### src/rtl/dct_engine_arbiter.sv
// Round-robin scheduler sharing one non-pipelined 8-point DCT engine between N_REQ requesters.
// Tracks the single in-flight operation, buffers its result and flags engine hangs.
module dct_engine_arbiter #(
    parameter int IN_WIDTH  = 8,
    parameter int OUT_WIDTH = 18,
    parameter int N_REQ     = 2,
    parameter int ID_W      = $clog2(N_REQ),
    parameter int TIMEOUT   = 8
) (
    input  logic                        clk,
    input  logic                        rst_n,
    input  logic [N_REQ-1:0]            req_valid,
    output logic [N_REQ-1:0]            req_ready,
    input  logic [N_REQ*8*IN_WIDTH-1:0] req_x,
    output logic                        eng_valid_in,
    output logic [8*IN_WIDTH-1:0]       eng_x,
    input  logic                        eng_valid_out,
    input  logic [8*OUT_WIDTH-1:0]      eng_y,
    output logic                        rsp_valid,
    input  logic                        rsp_ready,
    output logic [ID_W-1:0]             rsp_id,
    output logic [8*OUT_WIDTH-1:0]      rsp_y,
    output logic                        busy,
    output logic                        err_timeout,
    output logic [7:0]                  err_count
);

    localparam int CNT_W = $clog2(TIMEOUT + 1);

    typedef enum logic {
        S_IDLE,
        S_WAIT
    } state_t;

    state_t                 state_q, state_d;
    logic [ID_W-1:0]        last_q, last_d;
    logic [ID_W-1:0]        owner_q, owner_d;
    logic [CNT_W-1:0]       cnt_q, cnt_d;
    logic                   rsp_valid_q, rsp_valid_d;
    logic [ID_W-1:0]        rsp_id_q, rsp_id_d;
    logic [8*OUT_WIDTH-1:0] rsp_y_q, rsp_y_d;
    logic                   err_to_q, err_to_d;
    logic [7:0]             err_cnt_q, err_cnt_d;

    logic [8*IN_WIDTH-1:0]  lane [N_REQ];
    logic [ID_W-1:0]        cand;
    logic                   any_req;
    logic                   err_inc;

    always_comb begin
        for (int unsigned i = 0; i < N_REQ; i++) begin
            lane[i] = req_x[i*8*IN_WIDTH +: 8*IN_WIDTH];
        end
    end

    // Rotating priority: first pending lane after the previous winner.
    always_comb begin
        int unsigned     idx;
        logic [ID_W-1:0] idx_w;
        cand    = last_q;
        any_req = 1'b0;
        idx     = 0;
        idx_w   = '0;
        for (int unsigned off = 1; off <= N_REQ; off++) begin
            idx = 32'(last_q) + off;
            if (idx >= N_REQ) begin
                idx = idx - N_REQ;
            end
            idx_w = ID_W'(idx);
            if (!any_req && req_valid[idx_w]) begin
                any_req = 1'b1;
                cand    = idx_w;
            end
        end
    end

    assign eng_x = any_req ? lane[cand] : '0;

    always_comb begin
        state_d      = state_q;
        last_d       = last_q;
        owner_d      = owner_q;
        cnt_d        = cnt_q;
        rsp_valid_d  = rsp_valid_q;
        rsp_id_d     = rsp_id_q;
        rsp_y_d      = rsp_y_q;
        err_to_d     = 1'b0;
        err_cnt_d    = err_cnt_q;
        err_inc      = 1'b0;
        req_ready    = '0;
        eng_valid_in = 1'b0;

        if (rsp_valid_q && rsp_ready) begin
            rsp_valid_d = 1'b0;
        end

        case (state_q)
            S_IDLE: begin
                if (eng_valid_out) begin
                    err_inc = 1'b1;
                end
                if (any_req && (!rsp_valid_q || rsp_ready)) begin
                    req_ready[cand] = 1'b1;
                    eng_valid_in    = 1'b1;
                    owner_d         = cand;
                    last_d          = cand;
                    cnt_d           = '0;
                    state_d         = S_WAIT;
                end
            end
            S_WAIT: begin
                cnt_d = cnt_q + 1'b1;
                if (eng_valid_out) begin
                    rsp_y_d     = eng_y;
                    rsp_id_d    = owner_q;
                    rsp_valid_d = 1'b1;
                    state_d     = S_IDLE;
                end else if (cnt_q == CNT_W'(TIMEOUT - 1)) begin
                    err_to_d = 1'b1;
                    err_inc  = 1'b1;
                    state_d  = S_IDLE;
                end
            end
        endcase

        if (err_inc && (err_cnt_q != 8'hFF)) begin
            err_cnt_d = err_cnt_q + 8'd1;
        end
    end

    always_ff @(posedge clk or negedge rst_n) begin
        if (!rst_n) begin
            state_q     <= S_IDLE;
            last_q      <= ID_W'(N_REQ - 1);
            owner_q     <= '0;
            cnt_q       <= '0;
            rsp_valid_q <= 1'b0;
            rsp_id_q    <= '0;
            rsp_y_q     <= '0;
            err_to_q    <= 1'b0;
            err_cnt_q   <= '0;
        end else begin
            state_q     <= state_d;
            last_q      <= last_d;
            owner_q     <= owner_d;
            cnt_q       <= cnt_d;
            rsp_valid_q <= rsp_valid_d;
            rsp_id_q    <= rsp_id_d;
            rsp_y_q     <= rsp_y_d;
            err_to_q    <= err_to_d;
            err_cnt_q   <= err_cnt_d;
        end
    end

    assign rsp_valid   = rsp_valid_q;
    assign rsp_id      = rsp_id_q;
    assign rsp_y       = rsp_y_q;
    assign busy        = (state_q == S_WAIT);
    assign err_timeout = err_to_q;
    assign err_count   = err_cnt_q;

endmodule

### config.mk
export PLATFORM = sky130hd
export DESIGN_NAME = dct_engine_arbiter
export DESIGN_NICKNAME = d
export VERILOG_FILES = /design/src/rtl/dct_engine_arbiter.sv
export SDC_FILE = /design/constraint.sdc
export NUM_CORES = 1
export LEC_CHECK = 0
export ABC_AREA = 1
export CORE_AREA = 2 2 195 197
export CTS_BUF_LIST = sky130_fd_sc_hd__clkbuf_8
export CTS_CLUSTER_SIZE = 14
export DETAILED_ROUTE_END_ITERATION = 8
export DIE_AREA = 0 0 197 199
export PLACE_DENSITY = 0.6
export SETUP_SLACK_MARGIN = 0.02
export SLEW_MARGIN = 20
export SYNTH_ARGS = -nofsm -noshare
export SYNTH_HDL_FRONTEND = slang
export SYNTH_SLANG_ARGS = --single-unit
### constraint.sdc
create_clock -name clk -period 2.1 [get_ports clk]
set_input_delay 0.42 -clock clk [delete_from_list [all_inputs] [get_ports clk]]
set_output_delay 0.42 -clock clk [all_outputs]
set_load 0.1 [all_outputs]
==> impl_metrics.yaml <==
run_status:
  status: "finished with violations"
  violations: "negative setup slack"
route:
  drc: 0
  routed_wirelength_um: 32600
  routed_via_density: 4.15
  wl_per_cell_um: 19.5
  via_count: 6944
  drt-pass1-iter-count: 4
  ant_nets: 0
  drtIter0Drc: 154
cells_and_area:
  layout_commonest_cell: "clkdlybuf4s50_1"
  final_cell_mix: "clkdlybuf4s50_1, buf_4, dfrtp_1, mux2_4, buf_12"
  area_delta_synth_final_pct: 97.8
  fill_cells: 3517
  fin_nets: 1459
  drive_above_1_share_pct: 48.4
placed_design:
  portBuffers: 500
  hpwl_um: 25600
  pre_cts_ws_ns: -0.300
  place_congestion: 0.767
yosys:
  synth_largest_area_cell: "dfrtp_1"
  ys_ff_latch: 162
  synth_area_um2: 7680
  syn_inst: 638
  avgSynthCellArea_um2: 12.0
  synth_cell_type_count: 24
  ys_seq_area_share_pct: 52.8
  ys_warn_count: 0
  synth_top_area_share_pct: 52.4
  yosys-top-cells-area: "dfrtp_1, mux2_4, nor2_1, o21ai_0, nand2_1"
  synth_fp_nets: 918
global_route:
  gr-usage-all-layers_pct: 15.9
  overflow: 0
  grt_pass1_vias: 7331
  antenna_found_initial: 10
  grt_pass1_wl_um: 46200
  grt_max_degree: 46
timing:
  hold_viol: 0
  max-slew-margin-rel_pct: 68.1
  layout_setup_ws_ns: -0.370
  skew_ns: 0.0306
  worst_pin_slew_ns: 0.478
  setup_violations: 66
  finalMaxSlewViolations: 0
  period_share_pct: 118
  min_period_ns: 2.47
  max_freq_mhz: 405
  rsz0062_at_grt: "true"
clock_tree:
  path_clk_slew_ns: 0.13
  numCtsBuffers: 17
  cts_root_buffer: "clkbuf_8"
  clk_path_buf_depth: 2
  clk_latency_ns: 0.48
  cts-htree-levels: 4
  tritoncts: "yes"
  cts.sinks: 162
hold_path:
  hold_path.class: "input port to async pin"
critical_path:
  start_kind: "flop"
  setup.worst_path.class: "flop to primary output"
  worstPathRequired_ns: 1.68
  r2r-start: "busy"
  endpoint_kind: "primary output"
  regToRegSetupSlack_ns: 0.44
  cp_data_arrival_time_ns: 2.05
  rr_endpoint: "rsp_y[63]"
  r2r_cells: 4
  cp_max_fo: 8
die:
  die_area_um2: 39200
  start_util_pct: 20.7
  rows: 71
  core_area_um2: 37100
  die_w_um: 197
  die_h_um: 199
  boundaryPins: 501
run:
  cap_viol_max_count: 0
==> cell families (layout without fill, tap and decap cells) <==
logic type | after synthesis | after routing | share of synthesized area, %
compound gates | 72 | 72 | 4.72
xor+xnor | 4 | 4 | 0.456
mux | 144 | 144 | 27.3
buf+inv | 55 | 609 | 4.40
fa+ha+maj | 2 | 2 | 0.326
other cells | 0 | 7 | 0
flops | 162 | 162 | 52.8
simple gates | 199 | 199 | 10.0
==> synth_stat cells <==
master and number:
inv_2 1, xnor2_1 2, o21ai_0 70, nand4_1 2
xor2_1 2, nand3b_1 2, dfstp_2 1, ha_1 2
nand2_1 51, nand3_1 5, mux2_2 17, clkbuf_1 11
buf_6 15, inv_1 16, buf_4 2, buf_1 1
buf_2 7, nand2_2 2, o31ai_1 1, clkbuf_2 2
o21ai_1 1, nor2_1 137, mux2_4 127, dfrtp_1 161
==> critical path, cell delays in order, from the launching register on <==
cell	delay [ns]
dfstp_2	0.60
nand2_2	0.07
o21ai_4	0.09
buf_12	0.19
clkbuf_16	0.20
o21ai_2	0.09
nor2_4	0.14
buf_12	0.18
==> sequential cells by signal, indices dropped and copies added (netlist names) <==
signal	flops
owner_q	1
busy	1
last_q	1
err_count	8
rsp_id	1
rsp_y	144
cnt_q	4
rsp_valid	1
err_timeout	1
==> what timing repair did <==
| action | CTS | global route |
|---|---|---|
| hold buffers | 1 | 0 |
| buffers inserted | 1 | 2 |
| resized for setup | 48 | 73 |
| setup endpoints to repair | 67 | 67 |
| cloned | 3 | 4 |
| pin swaps | 3 | 25 |
| hold endpoints to repair | 38 | 0 |
==> layer usage <==
layer / global-route usage (%) / wire length (um) / share of wire [%]
met1: 16.4 / 11400 / 35
met2: 29.6 / 17600 / 54
met3: 5.09 / 2690 / 8.2
met4: 6.68 / 885 / 2.7
met5: 0 / 0 / 0
==> how the worst max path moves through the flow <==
stage | start | to | slack (ns) | cells after the start
6_report | last_q | eng_x[11] | -0.37 | 7
5_1_grt | last_q | eng_x[11] | -0.46 | 7
4_1_cts | last_q | eng_x[18] | -0.45 | 7
3_5_place_dp | req_valid[1] | eng_x[30] | -0.30 | 7
3_3_place_gp | req_valid[1] | eng_x[30] | -0.35 | 7
2_1_floorplan | rsp_valid | req_ready[0] | -0.32 | 5
==> layout make-up <==
cell class	instances	area [um2]	area share, %
Clock buffer	17	234	1.54
Inverter	17	70.1	0.461
Multi-Input combinational cell	421	3990	26.3
Tap cell	474	593	3.90
Sequential cell	162	4060	26.7
Clock inverter	15	199	1.31
Antenna cell	7	17.5	0.115
Timing Repair Buffer	560	6030	39.7
==> stage by stage <==
stage	area, um2	cells	util, %	hold slack (ns)	TNS, ns
floorplan	8210	638	-	0.124	-0.600
global placement	14300	1623	38.6	0.385	-18.99
detailed placement	14300	1623	38.6	0.393	-16.35
CTS	15000	1660	40.3	0.400	-27.82
global route	15200	1673	40.9	0.419	-28.78
finish	15200	1673	40.9	0.421	-22.37
Power is left out: the tool's default activity adds up to more than one toggle a clock period on the data nets, which glitch-free logic cannot reach.
